File: config.mk
export PLATFORM = sky130hd
export DESIGN_NAME = lock_key_arbiter
export DESIGN_NICKNAME = d
export VERILOG_FILES = /design/src/rtl/lock_key_arbiter_pkg.sv /design/src/rtl/lock_key_arbiter_debounce.sv /design/src/rtl/lock_key_arbiter.sv
export SDC_FILE = /design/constraint.sdc
export NUM_CORES = 1
export LEC_CHECK = 0
export BUFFER_PORTS_ARGS = -buffer_cell sky130_fd_sc_hd__buf_2
export CAP_MARGIN = 0
export CORE_MARGIN = 8
export CORE_UTILIZATION = 40
export DETAILED_ROUTE_END_ITERATION = 16
export PLACE_DENSITY_LB_ADDON = 0.25
export SYNTH_ARGS = -nofsm -noshare
export SYNTH_HDL_FRONTEND = slang
export SYNTH_SLANG_ARGS = --single-unit
File: constraint.sdc
create_clock -name clock -period 2.39 [get_ports clock]
set_input_delay 0.1195 -clock clock [delete_from_list [all_inputs] [get_ports clock]]
set_output_delay 0.1195 -clock clock [all_outputs]
set_load 0.03 [all_outputs]
File: src/rtl/lock_key_arbiter_pkg.sv
// Shared definitions for the keypad arbiter and the digital lock it feeds.
// Holds the arbiter state encoding, the owner codes driven on OWNER and the
// lock's combination length.
package lock_key_arbiter_pkg;

    typedef enum logic [1:0] {
        ST_IDLE = 2'd0,
        ST_OWN  = 2'd1,
        ST_HOLD = 2'd2
    } arb_state_t;

    typedef enum logic [1:0] {
        OWN_NONE = 2'b00,
        OWN_A    = 2'b01,
        OWN_B    = 2'b10
    } owner_t;

    localparam int LOCK_DIGITS = 4;

endpackage

File: src/rtl/lock_key_arbiter_debounce.sv
// key_debounce: filters one raw 4-bit keypad code and reduces each accepted
// press to a single-cycle event.
// Ports:
//   clock  - single clock, rising edge
//   reset  - synchronous, active-high
//   raw    - raw keypad code, 0 = no key
//   deb    - debounced keypad code
//   press  - one-cycle pulse on the cycle deb goes from 0 to non-zero
//   code   - debounced code accompanying press, 0 otherwise
module key_debounce #(
    parameter int DEBOUNCE = 4
) (
    input  logic       clock,
    input  logic       reset,
    input  logic [3:0] raw,
    output logic [3:0] deb,
    output logic       press,
    output logic [3:0] code
);

    localparam int CNT_W = $clog2(DEBOUNCE + 1);
    localparam logic [CNT_W-1:0] CNT_MAX = CNT_W'(DEBOUNCE);

    logic [3:0]       r_raw_q;
    logic [CNT_W-1:0] r_cnt;
    logic [3:0]       r_deb;
    logic             r_press;
    logic [3:0]       r_code;

    always_ff @(posedge clock) begin
        if (reset) begin
            r_raw_q <= 4'd0;
            r_cnt   <= '0;
            r_deb   <= 4'd0;
            r_press <= 1'b0;
            r_code  <= 4'd0;
        end else begin
            r_raw_q <= raw;
            r_press <= 1'b0;
            r_code  <= 4'd0;
            if (raw != r_raw_q) begin
                r_cnt <= '0;
            end else if (r_cnt != CNT_MAX) begin
                r_cnt <= r_cnt + CNT_W'(1);
            end
            // raw_q has matched its predecessors long enough; accept it even
            // if raw moves on this very edge.
            if (r_cnt == CNT_MAX) begin
                r_deb <= r_raw_q;
                if (r_deb == 4'd0 && r_raw_q != 4'd0) begin
                    r_press <= 1'b1;
                    r_code  <= r_raw_q;
                end
            end
        end
    end

    assign deb   = r_deb;
    assign press = r_press;
    assign code  = r_code;

endmodule

File: src/rtl/lock_key_arbiter.sv
// lock_key_arbiter: shares the lock's single KEY input between keypad panel A
// (front) and panel B (rear). A whole code entry belongs to one panel; the
// other panel's presses are dropped until the entry completes or times out.
// Ports:
//   clock   - single clock, rising edge
//   reset   - synchronous, active-high
//   KEY_A   - raw panel A code, 0 = no key
//   KEY_B   - raw panel B code, 0 = no key
//   KEY     - digit to the lock, non-zero for one cycle per accepted press
//   OWNER   - 00 none, 01 A, 10 B
//   BUSY    - high while an entry is owned, including the HOLD cycle
//   DENIED  - one-cycle pulse when a press is dropped
//   TIMEOUT - one-cycle pulse when an idle owner is released
module lock_key_arbiter
    import lock_key_arbiter_pkg::*;
#(
    parameter int DEBOUNCE       = 4,
    parameter int DIGITS         = LOCK_DIGITS,
    parameter int TIMEOUT_CYCLES = 1000
) (
    input  logic       clock,
    input  logic       reset,
    input  logic [3:0] KEY_A,
    input  logic [3:0] KEY_B,
    output logic [3:0] KEY,
    output logic [1:0] OWNER,
    output logic       BUSY,
    output logic       DENIED,
    output logic       TIMEOUT
);

    localparam int DCNT_W = $clog2(DIGITS + 1);
    localparam int TMR_W  = $clog2(TIMEOUT_CYCLES + 1);
    localparam logic [DCNT_W-1:0] DCNT_LAST = DCNT_W'(DIGITS);
    localparam logic [TMR_W-1:0]  TMR_MAX   = TMR_W'(TIMEOUT_CYCLES);

    logic [3:0] w_deb_a_unused, w_deb_b_unused;
    logic       w_press_a, w_press_b;
    logic [3:0] w_code_a, w_code_b;

    key_debounce #(.DEBOUNCE(DEBOUNCE)) u_deb_a (
        .clock (clock),
        .reset (reset),
        .raw   (KEY_A),
        .deb   (w_deb_a_unused),
        .press (w_press_a),
        .code  (w_code_a)
    );

    key_debounce #(.DEBOUNCE(DEBOUNCE)) u_deb_b (
        .clock (clock),
        .reset (reset),
        .raw   (KEY_B),
        .deb   (w_deb_b_unused),
        .press (w_press_b),
        .code  (w_code_b)
    );

    arb_state_t        r_state, w_state_n;
    owner_t            r_owner, w_owner_n;
    logic              r_last_b, w_last_b_n;  // 1: panel B was served last
    logic [DCNT_W-1:0] r_dcnt, w_dcnt_n;
    logic [TMR_W-1:0]  r_timer, w_timer_n;
    logic [3:0]        r_key, w_key_n;
    logic              r_busy, w_busy_n;
    logic              r_denied, w_denied_n;
    logic              r_timeout, w_timeout_n;

    logic       w_own_press, w_other_press;
    logic [3:0] w_own_code;
    logic       w_grant_a, w_grant_b;

    // Map the two panels onto owner / intruder roles.
    always_comb begin
        w_own_press   = 1'b0;
        w_other_press = 1'b0;
        w_own_code    = 4'd0;
        if (r_owner == OWN_A) begin
            w_own_press   = w_press_a;
            w_own_code    = w_code_a;
            w_other_press = w_press_b;
        end else if (r_owner == OWN_B) begin
            w_own_press   = w_press_b;
            w_own_code    = w_code_b;
            w_other_press = w_press_a;
        end
    end

    // On a tie the panel not served last wins.
    assign w_grant_a = w_press_a && (!w_press_b || r_last_b);
    assign w_grant_b = w_press_b && (!w_press_a || !r_last_b);

    always_comb begin
        w_state_n   = r_state;
        w_owner_n   = r_owner;
        w_last_b_n  = r_last_b;
        w_dcnt_n    = r_dcnt;
        w_timer_n   = r_timer;
        w_key_n     = 4'd0;
        w_denied_n  = 1'b0;
        w_timeout_n = 1'b0;
        case (r_state)
            ST_IDLE: begin
                w_denied_n = w_press_a && w_press_b;
                if (w_grant_a || w_grant_b) begin
                    w_state_n = ST_OWN;
                    w_owner_n = w_grant_a ? OWN_A : OWN_B;
                    w_key_n   = w_grant_a ? w_code_a : w_code_b;
                    w_dcnt_n  = DCNT_W'(1);
                    w_timer_n = '0;
                end
            end
            ST_OWN: begin
                if (r_dcnt == DCNT_LAST) begin
                    // Last digit went out on the previous edge.
                    w_state_n  = ST_HOLD;
                    w_denied_n = w_press_a || w_press_b;
                end else if (r_timer == TMR_MAX) begin
                    w_state_n   = ST_IDLE;
                    w_timeout_n = 1'b1;
                    w_denied_n  = w_press_a || w_press_b;
                    w_last_b_n  = (r_owner == OWN_B);
                    w_owner_n   = OWN_NONE;
                    w_dcnt_n    = '0;
                    w_timer_n   = '0;
                end else begin
                    w_denied_n = w_other_press;
                    if (w_own_press) begin
                        w_key_n   = w_own_code;
                        w_dcnt_n  = r_dcnt + DCNT_W'(1);
                        w_timer_n = '0;
                    end else if (r_timer != TMR_MAX) begin
                        w_timer_n = r_timer + TMR_W'(1);
                    end
                end
            end
            ST_HOLD: begin
                // Lock compare cycle: nothing forwarded, everything dropped.
                w_state_n  = ST_IDLE;
                w_denied_n = w_press_a || w_press_b;
                w_last_b_n = (r_owner == OWN_B);
                w_owner_n  = OWN_NONE;
                w_dcnt_n   = '0;
                w_timer_n  = '0;
            end
            default: begin
                w_state_n = ST_IDLE;
                w_owner_n = OWN_NONE;
            end
        endcase
        w_busy_n = (w_state_n != ST_IDLE);
    end

    always_ff @(posedge clock) begin
        if (reset) begin
            r_state   <= ST_IDLE;
            r_owner   <= OWN_NONE;
            r_last_b  <= 1'b1;
            r_dcnt    <= '0;
            r_timer   <= '0;
            r_key     <= 4'd0;
            r_busy    <= 1'b0;
            r_denied  <= 1'b0;
            r_timeout <= 1'b0;
        end else begin
            r_state   <= w_state_n;
            r_owner   <= w_owner_n;
            r_last_b  <= w_last_b_n;
            r_dcnt    <= w_dcnt_n;
            r_timer   <= w_timer_n;
            r_key     <= w_key_n;
            r_busy    <= w_busy_n;
            r_denied  <= w_denied_n;
            r_timeout <= w_timeout_n;
        end
    end

    assign KEY     = r_key;
    assign OWNER   = r_owner;
    assign BUSY    = r_busy;
    assign DENIED  = r_denied;
    assign TIMEOUT = r_timeout;

endmodule

==> flow_summary.json, run 1 <==
{
  "h-tree-depth": 3,
  "seqPwrFrac_pct": 50.1,
  "cts-resized-gates": 0,
  "nets": 339,
  "hpwl_um": 4160,
  "grt_pass1_vias": 2145,
  "synth_common_cells": "57 x dfxtp_1, 37 x nand2_1, 16 x a21oi_1",
  "totalWireLength_um": 5850,
  "cts_buffer_depth": 2,
  "vias": 2188,
  "synthCells": 299,
  "cts_tree": "yes",
  "yosys_warnings": 0,
  "path_clk_slew_ns": 0.07,
  "grt_max_degree": 28,
  "ir_drop_mv": 0.335,
  "num-fill-cells": 676,
  "drive_gt1_share_pct": 15.2,
  "synth_top_family_by_area": "simple AND/OR/NAND/NOR gates",
  "ant_nets": 0,
  "drt-wirelength-per-cell_um": 14.6,
  "maxCapViolCount": 0,
  "yosys.area_share.adder_pct": 5.54,
  "rows": 30,
  "die_x_um": 98.3,
  "rsz0062_at_grt": "false",
  "end_kind": "register",
  "status": "finished clean",
  "yosysMostFrequentCell": "dfxtp_1",
  "postCtsSetupRepairBufs": 0,
  "finalCriticalPeriod_ns": 2.10,
  "p_int_uw": 1490,
  "pin_count": 19,
  "cts_buffers": 9,
  "synth-main-ff-cell": "dfxtp_1",
  "ys_types": 54,
  "required_ns": 2.62,
  "yosys.area_share.simple_pct": 26.5,
  "antenna_found_initial": 0,
  "setup_violations": 0,
  "ys_seq_elements": 57,
  "power.leakage_uw": 0.00114,
  "p_clk_share_pct": 47.3,
  "cp_data_arrival_time_ns": 2.34,
  "synth.mux.area_fraction_pct": 1.48,
  "hold_viol": 0,
  "num_antenna_cells": 0,
  "max_slew_margin_pct": 46.0,
  "avgSynthCellArea_sq_um": 9.06,
  "worstMarginPinSlew_ns": 0.799,
  "period_share_pct": 88.1,
  "core_area_sq_um": 6680,
  "grt_pass1_wl_um": 10200,
  "place_congestion": 0.852,
  "fmax_ghz": 0.475,
  "netlist_area_sq_um": 2710,
  "synth-async-reset-ratio_pct": 0,
  "vias_per_cell": 5.44,
  "pwr-share-comb_pct": 2.6,
  "crit_fanout": 4,
  "clock_latency_ns": 0.34,
  "start_util_pct": 40.5,
  "area_growth_pct": 12.9,
  "synth_compound_area_share_pct": 15.0,
  "slew_viol_final": 0,
  "dieHeight_um": 98.3,
  "clock-skew-final_ns": 0.00825,
  "synth_top_cell_area_share_pct": 42.1,
  "die_area_sq_um": 9660,
  "drtIter0Drc": 138,
  "cts_sinks": 57,
  "p_switching_uw": 438,
  "synth_xor_xnor_area_share_pct": 4.53,
  "min_path_type": "in -> reg",
  "synthTopCellsByArea": "dfxtp_1 42%, ha_1 5.5%, nand2_1 5.1%, a21oi_1 3.0%, xor2_1 2.9%",
  "setup-tns-final_ns": 0,
  "overflow": 0,
  "synth_edf_count": 0,
  "synth-seq-area-share_pct": 42.1,
  "grt.total_usage_pct": 12.9,
  "synth_top_area_cell": "dfxtp_1",
  "io_buffers": 18,
  "switching_share_pct": 22.7,
  "hold_buffers": 0,
  "remaining_drc_errors": 0,
  "first_pass_iters": 4,
  "crit_path_start_kind": "register",
  "power_density_nw_per_um2": 631,
  "critical_path_class": "reg -> reg",
  "syn-num-nets": 321,
  "cts-root-buf": "clkbuf_8",
  "total_power_uw": 1930
}
worst max-delay path, cell delays in order (launching register included):
cell       delay, ns
dfxtp_1         0.38
inv_1           0.06
ha_1            0.21
and2_1          0.22
o41ai_1         0.76
a2111oi_2       0.18
a21o_1          0.19
area by class of cell:
class	count	area, sq um	share of cell area (%)
flip-flops and latches	57	1140	37.3
repair buffers	23	128	4.17
clock inverters	6	67.6	2.21
multi-input cells	213	1440	47.0
inverters	13	48.8	1.60
clock buffers	10	138	4.50
well taps	80	100	3.27
power groups by stage:
| stage | combinational (uW) | sequential, uW | clock, uW |
|---|---|---|---|
| final | 50.3 | 967 | 912 |
| after global routing | 57.0 | 968 | 975 |
| after CTS | 51.1 | 967 | 936 |
| after detailed placement | 50.9 | 989 | 0 |
| after global placement | 49.7 | 988 | 0 |
| after floorplan | 33.0 | 986 | 0 |
registers in the layout, indices dropped and copies added (netlist names), 3 cells and up:
signal and count:
u_deb_a.r_cnt 3, u_deb_a.deb 4, r_dcnt 3, KEY 4, r_timer 10, u_deb_b.r_cnt 3, u_deb_b.deb 4, u_deb_b.code 4
u_deb_a.r_raw_q 4, u_deb_b.r_raw_q 4, u_deb_a.code 4
cells by family (layout without fill, tap and decap cells):
family | after synthesis | in the layout
buf+inv | 29 | 52
mux | 4 | 4
compound gates | 58 | 58
flops | 57 | 57
fa+ha+maj | 12 | 12
simple gates | 125 | 125
xor+xnor | 14 | 14
through the flow:
| step | area, sq um | util (%) | setup WS, ns | hold slack, ns | instances |
|---|---|---|---|---|---|
| after global routing | 3060 | 45.8 | 0.119 | 0.0222 | 402 |
| after floorplan | 2710 | - | 0.475 | 0.248 | 299 |
| after CTS | 3060 | 45.8 | 0.302 | 0.00503 | 402 |
| after detailed placement | 2850 | 42.7 | 0.315 | 0.364 | 386 |
| after global placement | 2850 | 42.7 | 0.314 | 0.354 | 386 |
| final | 3060 | 45.8 | 0.285 | 0.0139 | 402 |
final timing paths:
| path | from | endpoint | slack [ns] | depth (start not counted) |
|---|---|---|---|---|
| worst max-delay path | r_dcnt[1] | BUSY | 0.29 | 6 |
| worst min-delay path | KEY_B[0] | u_deb_b.r_raw_q[0] | 0.01 | 2 |
| worst max register to register | r_dcnt[1] | BUSY | 0.29 | 6 |
| worst min register to register | u_deb_a.deb[1] | u_deb_a.deb[1] | 0.45 | 2 |
layout by cell type (no fill, tap or decap), types with 5 or more instances in the layout:
cell       n
buf_2     18
clkbuf_8  10
xor2_1     9
inv_1     13
nand3_1    6
a22oi_1    6
and2_1    11
xnor2_1    5
dfxtp_1   57
or4_1      5
nor3_1    10
nand2_1   37
a21oi_1   16
buf_4      5
nand4_1    8
nor4_1     7
nor2_1    10
o22ai_1    6
nor2b_1   11
ha_1      12
layer usage:
layer  share of wire (%)  global-route usage [%]  up-vias
met3                 6.3                    3.41        8
li1                    -                       -     1114
met5                   0                       0        -
met2                  43                    18.7       51
met4                 1.5                    7.44        0
met1                  50                    16.9     1015
Power figures use the tool's default switching activity.
==> run 2, diff against run 1 <==
CORE_UTILIZATION = 35   (was 40)
==> run 2 against run 1 <==
  * Largest cell class unchanged
  * First-iteration DRC count increased by 49%
  * Via count decreased by 0.69%
  * Clock power decreased by 14%
  * Clock skew increased by 0.0013 ns
  * Sequential power about the same
  * Utilization decreased by 5.7 points
  * Worst setup slack improved by 0.034 ns
  * Largest power group unchanged
==> flow_summary.json, run 2 (synthesis gave the netlist of run 1 again) <==
{
  "postCtsSetupRepairBufs": 0,
  "seqCellArea_sq_um": 1140,
  "grt_max_degree": 34,
  "nets": 339,
  "hpwl_um": 4150,
  "num_antenna_cells": 0,
  "hold_viol": 0,
  "rsz0062_at_grt": "false",
  "min_to": "u_deb_a.r_raw_q[3]",
  "met3WireLength_um": 263,
  "max_slew_margin_pct": 49.2,
  "cts-resized-gates": 0,
  "clock_latency_ns": 0.33,
  "num-fill-cells": 797,
  "r2r_setup_slack_ns": 0.32,
  "start_util_pct": 35.6,
  "slew_viol_final": 0,
  "dr.max_layer_used": "met4",
  "clock-skew-final_ns": 0.00951,
  "grt.total_usage_pct": 11.4,
  "critical_path_class": "reg -> reg",
  "h-tree-depth": 3,
  "fin_util_pct": 40.1,
  "pin_count": 19,
  "min_path_cells": 2,
  "grt_pass1_vias": 2164,
  "vias_per_cell": 5.15,
  "first_pass_iters": 4,
  "regMostFlops": "r_timer",
  "drive_gt1_share_pct": 14.7,
  "crit_fanout": 4,
  "r2r_end": "BUSY",
  "final_common_cell": "dfxtp_1",
  "dieHeight_um": 104,
  "required_ns": 2.61,
  "antenna_found_initial": 0,
  "r2r_cells": 6,
  "fmax_ghz": 0.483,
  "ir_drop_mv": 0.394,
  "area_growth_pct": 12.6,
  "wl_met1_um": 3000,
  "r2r_start": "r_dcnt[0]",
  "cts_sinks": 57,
  "worstMarginPinSlew_ns": 0.752,
  "power.leakage_uw": 0.00113,
  "final_cell_mix": "57 x dfxtp_1, 37 x nand2_1, 18 x buf_2",
  "vias": 2173,
  "setup-tns-final_ns": 0,
  "ant_nets": 0,
  "rows": 32,
  "cp_data_arrival_time_ns": 2.29,
  "hold_start": "KEY_A[3]",
  "drtIter0Drc": 205,
  "holdWs_ns": 0.0241,
  "largest_register_ffs": 10,
  "overflow": 0,
  "maxCapViolCount": 0,
  "setup_violations": 0,
  "cts_buffers": 9,
  "die_area_sq_um": 10800,
  "finalCriticalPeriod_ns": 2.07,
  "min_path_type": "in -> reg",
  "hold_buffers": 0,
  "period_share_pct": 86.6,
  "drt-wirelength-per-cell_um": 13.8,
  "wl_met2_um": 2520,
  "totalWireLength_um": 5810,
  "core_area_sq_um": 7610,
  "layout.cells.non_filler": 422,
  "cts-root-buf": "clkbuf_8",
  "grt_pass1_wl_um": 10200,
  "placedCellCount": 408,
  "cts_tree": "yes",
  "multi_input_comb_area_sq_um": 1440,
  "status": "finished clean",
  "io_buffers": 18,
  "cts_buffer_depth": 2,
  "power_density_nw_per_um2": 590,
  "die_x_um": 104,
  "place_congestion": 0.849,
  "end_kind": "register",
  "remaining_drc_errors": 0,
  "crit_path_start_kind": "register",
  "path_clk_slew_ns": 0.07
}
==> run 2: cell types whose count changed in the layout (fill, tap and decap cells not counted) <==
| cell | change |
|---|---|
| clkinv_4 | -2 |
| bufinv_16 | -1 |
| clkbuf_8 | +1 |
| clkinvlp_4 | -1 |
| clkinv_2 | +1 |
==> run 2: metrics by stage <==
step	area [sq um]	total power, uW	setup WS [ns]
2_1_floorplan	2710	1020	0.475
3_3_place_gp	2880	1040	0.283
3_5_place_dp	2880	1040	0.350
4_1_cts	3050	1830	0.333
5_1_grt	3050	1880	0.184
6_report	3050	1800	0.319
==> run 2: worst max-delay path, cell delays in order (launching register included) <==
cell and delay (ns):
dfxtp_1 0.34, inv_1 0.07, ha_1 0.24, and2_1 0.21, o41ai_1 0.72, a2111oi_2 0.19
a21o_1 0.19
==> run 2: how the worst max path moves through the flow <==
stage	slack [ns]	endpoint	startpoint	cells past startpoint
final	0.32	BUSY	r_dcnt[0]	6
after global routing	0.18	r_dcnt[2]	r_state[1]	6
after CTS	0.33	BUSY	r_dcnt[0]	6
after detailed placement	0.35	r_timer[9]	r_state[1]	6
after global placement	0.28	BUSY	r_dcnt[0]	6
after floorplan	0.48	r_timer[9]	r_state[1]	6
==> run 2: cell type report <==
cell class / instances / share of cell area, %
Timing Repair Buffer: 23 / 4.18
Sequential cell: 57 / 37.4
Multi-Input combinational cell: 213 / 47.1
Inverter: 13 / 1.60
Clock inverter: 3 / 0.574
Clock buffer: 11 / 4.96
Tap cell: 102 / 4.18
==> run 2: metal layers <==
layer,vias to the layer above,GRT usage [%]
met5,-,0
met4,0,4.96
met3,2,3.22
met2,47,16.7
met1,1015,15.2
li1,1109,-
==> run 2: power by group <==
| part | switching, uW | leakage [uW] | internal [uW] |
|---|---|---|---|
| combinational | 27.9 | 0.000581 | 22.2 |
| sequential | 9.27 | 0.000461 | 958 |
| clock | 365 | 0.0000871 | 417 |
==> run 3, diff against run 2 <==
CORE_UTILIZATION = 44   (was 35)
==> run 3 against run 2 <==
  * Routed wire length shrank 1.7%
  * Sequential share of layout area shrank 0.27 points
  * Die area shrank 17%
  * Final area grew 0.74%
  * First-iteration DRC count shrank 49%
  * Critical path depth is the same
  * Critical endpoint is now r_timer[9]
==> flow_summary.json, run 3 (synthesis gave the netlist of run 1 again) <==
{
  "place_congestion": 0.815,
  "regMostFlops": "r_timer",
  "rows": 28,
  "cp_top_family": "simple AND/OR/NAND/NOR gates",
  "critPathBufInv": 1,
  "cp_data_arrival_time_ns": 2.34,
  "use_met2_pct": 22.0,
  "hold_viol": 0,
  "cts-root-buf": "clkbuf_8",
  "placedCellCount": 381,
  "area_growth_pct": 13.4,
  "core_area_sq_um": 5920,
  "ant_nets": 0,
  "r2r_setup_slack_ns": 0.30,
  "power.leakage_uw": 0.00115,
  "crit_fanout": 8,
  "setup-tns-final_ns": 0,
  "slowest_stage": "or4_1",
  "worstMarginPinSlew_ns": 0.655,
  "vias": 2186,
  "overflow": 0,
  "num_antenna_cells": 0,
  "hpwl_um": 4020,
  "total_power_uw": 1930,
  "use_met3_pct": 5.40,
  "holdWs_ns": 0.0188,
  "finalCriticalPeriod_ns": 2.09,
  "antenna_found_initial": 0,
  "ir_drop_mv": 0.392,
  "p_clk_share_pct": 47.1,
  "switching_share_pct": 22.6,
  "setup_violations": 0,
  "drt-wirelength-per-cell_um": 14.3,
  "r2r_end": "r_timer[9]",
  "drive_gt1_share_pct": 15.1,
  "cts-resized-gates": 0,
  "grt_max_degree": 21,
  "critical_path_class": "reg -> reg",
  "totalWireLength_um": 5710,
  "grt.total_usage_pct": 13.5,
  "slowest_delay_ns": 0.42,
  "maxCapViolCount": 0,
  "final_common_cell": "dfxtp_1",
  "grt-busiest-layer": "met2",
  "pin_count": 19,
  "p_switching_uw": 436,
  "h-tree-depth": 3,
  "layout.cells.non_filler": 399,
  "path_clk_slew_ns": 0.07,
  "rsz0062_at_grt": "false",
  "final_cell_mix": "57 x dfxtp_1, 37 x nand2_1, 18 x buf_2",
  "r2r_cells": 6,
  "r2r_start": "r_state[1]",
  "required_ns": 2.64,
  "period_share_pct": 87.2,
  "p_int_uw": 1490,
  "path_cells": "inv_1, ha_1, nor3b_4, or3_4, or4_1, a211oi_2",
  "min_path_cells": 2,
  "start_util_pct": 45.8,
  "slew_viol_final": 0,
  "min_path_type": "in -> reg",
  "largest_register_ffs": 10,
  "end_kind": "register",
  "cts_buffers": 9,
  "clock_latency_ns": 0.34,
  "status": "finished clean",
  "power_density_nw_per_um2": 628,
  "vias_per_cell": 5.48,
  "cts_tree": "yes",
  "dp_slack_ns": 0.345,
  "die_area_sq_um": 8920,
  "die_x_um": 94.5,
  "drtIter0Drc": 104,
  "dieHeight_um": 94.5,
  "max_slew_margin_pct": 56.1,
  "first_pass_iters": 4,
  "hold_start": "KEY_B[1]",
  "nets": 341,
  "clock-skew-final_ns": 0.00842,
  "pwr-share-comb_pct": 2.7,
  "min_to": "u_deb_b.r_raw_q[1]",
  "fmax_ghz": 0.480,
  "cts_sinks": 57,
  "crit_path_start_kind": "register",
  "fin_ws_ns": 0.305,
  "remaining_drc_errors": 0,
  "grt_pass1_vias": 2081,
  "seqPwrFrac_pct": 50.1,
  "cts_buffer_depth": 2,
  "grt_pass1_wl_um": 9440,
  "use_met1_pct": 15.4,
  "io_buffers": 18
}
run 3: per-layer routing:
layer / vias up / part of all wire, % / routed length [um]
met3: 9 / 4.8 / 274
met5: - / 0 / 0
met1: 1023 / 45 / 2560
li1: 1112 / - / -
met4: 0 / 1.6 / 94
met2: 42 / 49 / 2780
run 3: area by class of cell:
cell class	count	area, sq um
inverter	13	48.8
sequential	57	1140
clock inverter	6	67.6
fill	552	2850
timing repair buffer	25	148
multi-input combinational	213	1440
tap	75	93.8
clock buffer	10	138
run 3: timing repair:
action	CTS	global route
buffers inserted	0	0
hold endpoints to repair	2	0
hold buffers	2	0
run 3: worst max path at each step:
| stage | start | endpoint | slack [ns] | cells after the start |
|---|---|---|---|---|
| floorplan | r_state[1] | r_timer[9] | 0.48 | 6 |
| global placement | r_state[1] | r_timer[9] | 0.40 | 6 |
| detailed placement | r_state[1] | r_timer[9] | 0.34 | 6 |
| CTS | r_state[1] | r_timer[9] | 0.30 | 6 |
| global route | r_state[1] | r_timer[9] | 0.15 | 6 |
| finish | r_state[1] | r_timer[9] | 0.30 | 6 |
run 3: worst register-to-register path: stages, from the launching register on:
cell and delay [ns]:
dfxtp_1 0.39, inv_1 0.09, ha_1 0.27, nor3b_4 0.20, or3_4 0.41, or4_1 0.42, a211oi_2 0.23
run 3: power groups by stage:
stage | Combinational [uW] | Clock, uW | Sequential [uW]
final | 52.3 | 909 | 967
after global routing | 58.0 | 974 | 968
after CTS | 52.7 | 940 | 967
after detailed placement | 49.9 | 0 | 989
after global placement | 49.4 | 0 | 988
after floorplan | 33.0 | 0 | 986
run 3: per-stage QoR:
step | instance area [sq um] | util, %
6_report | 3070 | 51.9
5_1_grt | 3070 | 51.9
2_1_floorplan | 2710 | -
3_3_place_gp | 2850 | 48.1
4_1_cts | 3070 | 51.9
3_5_place_dp | 2850 | 48.1
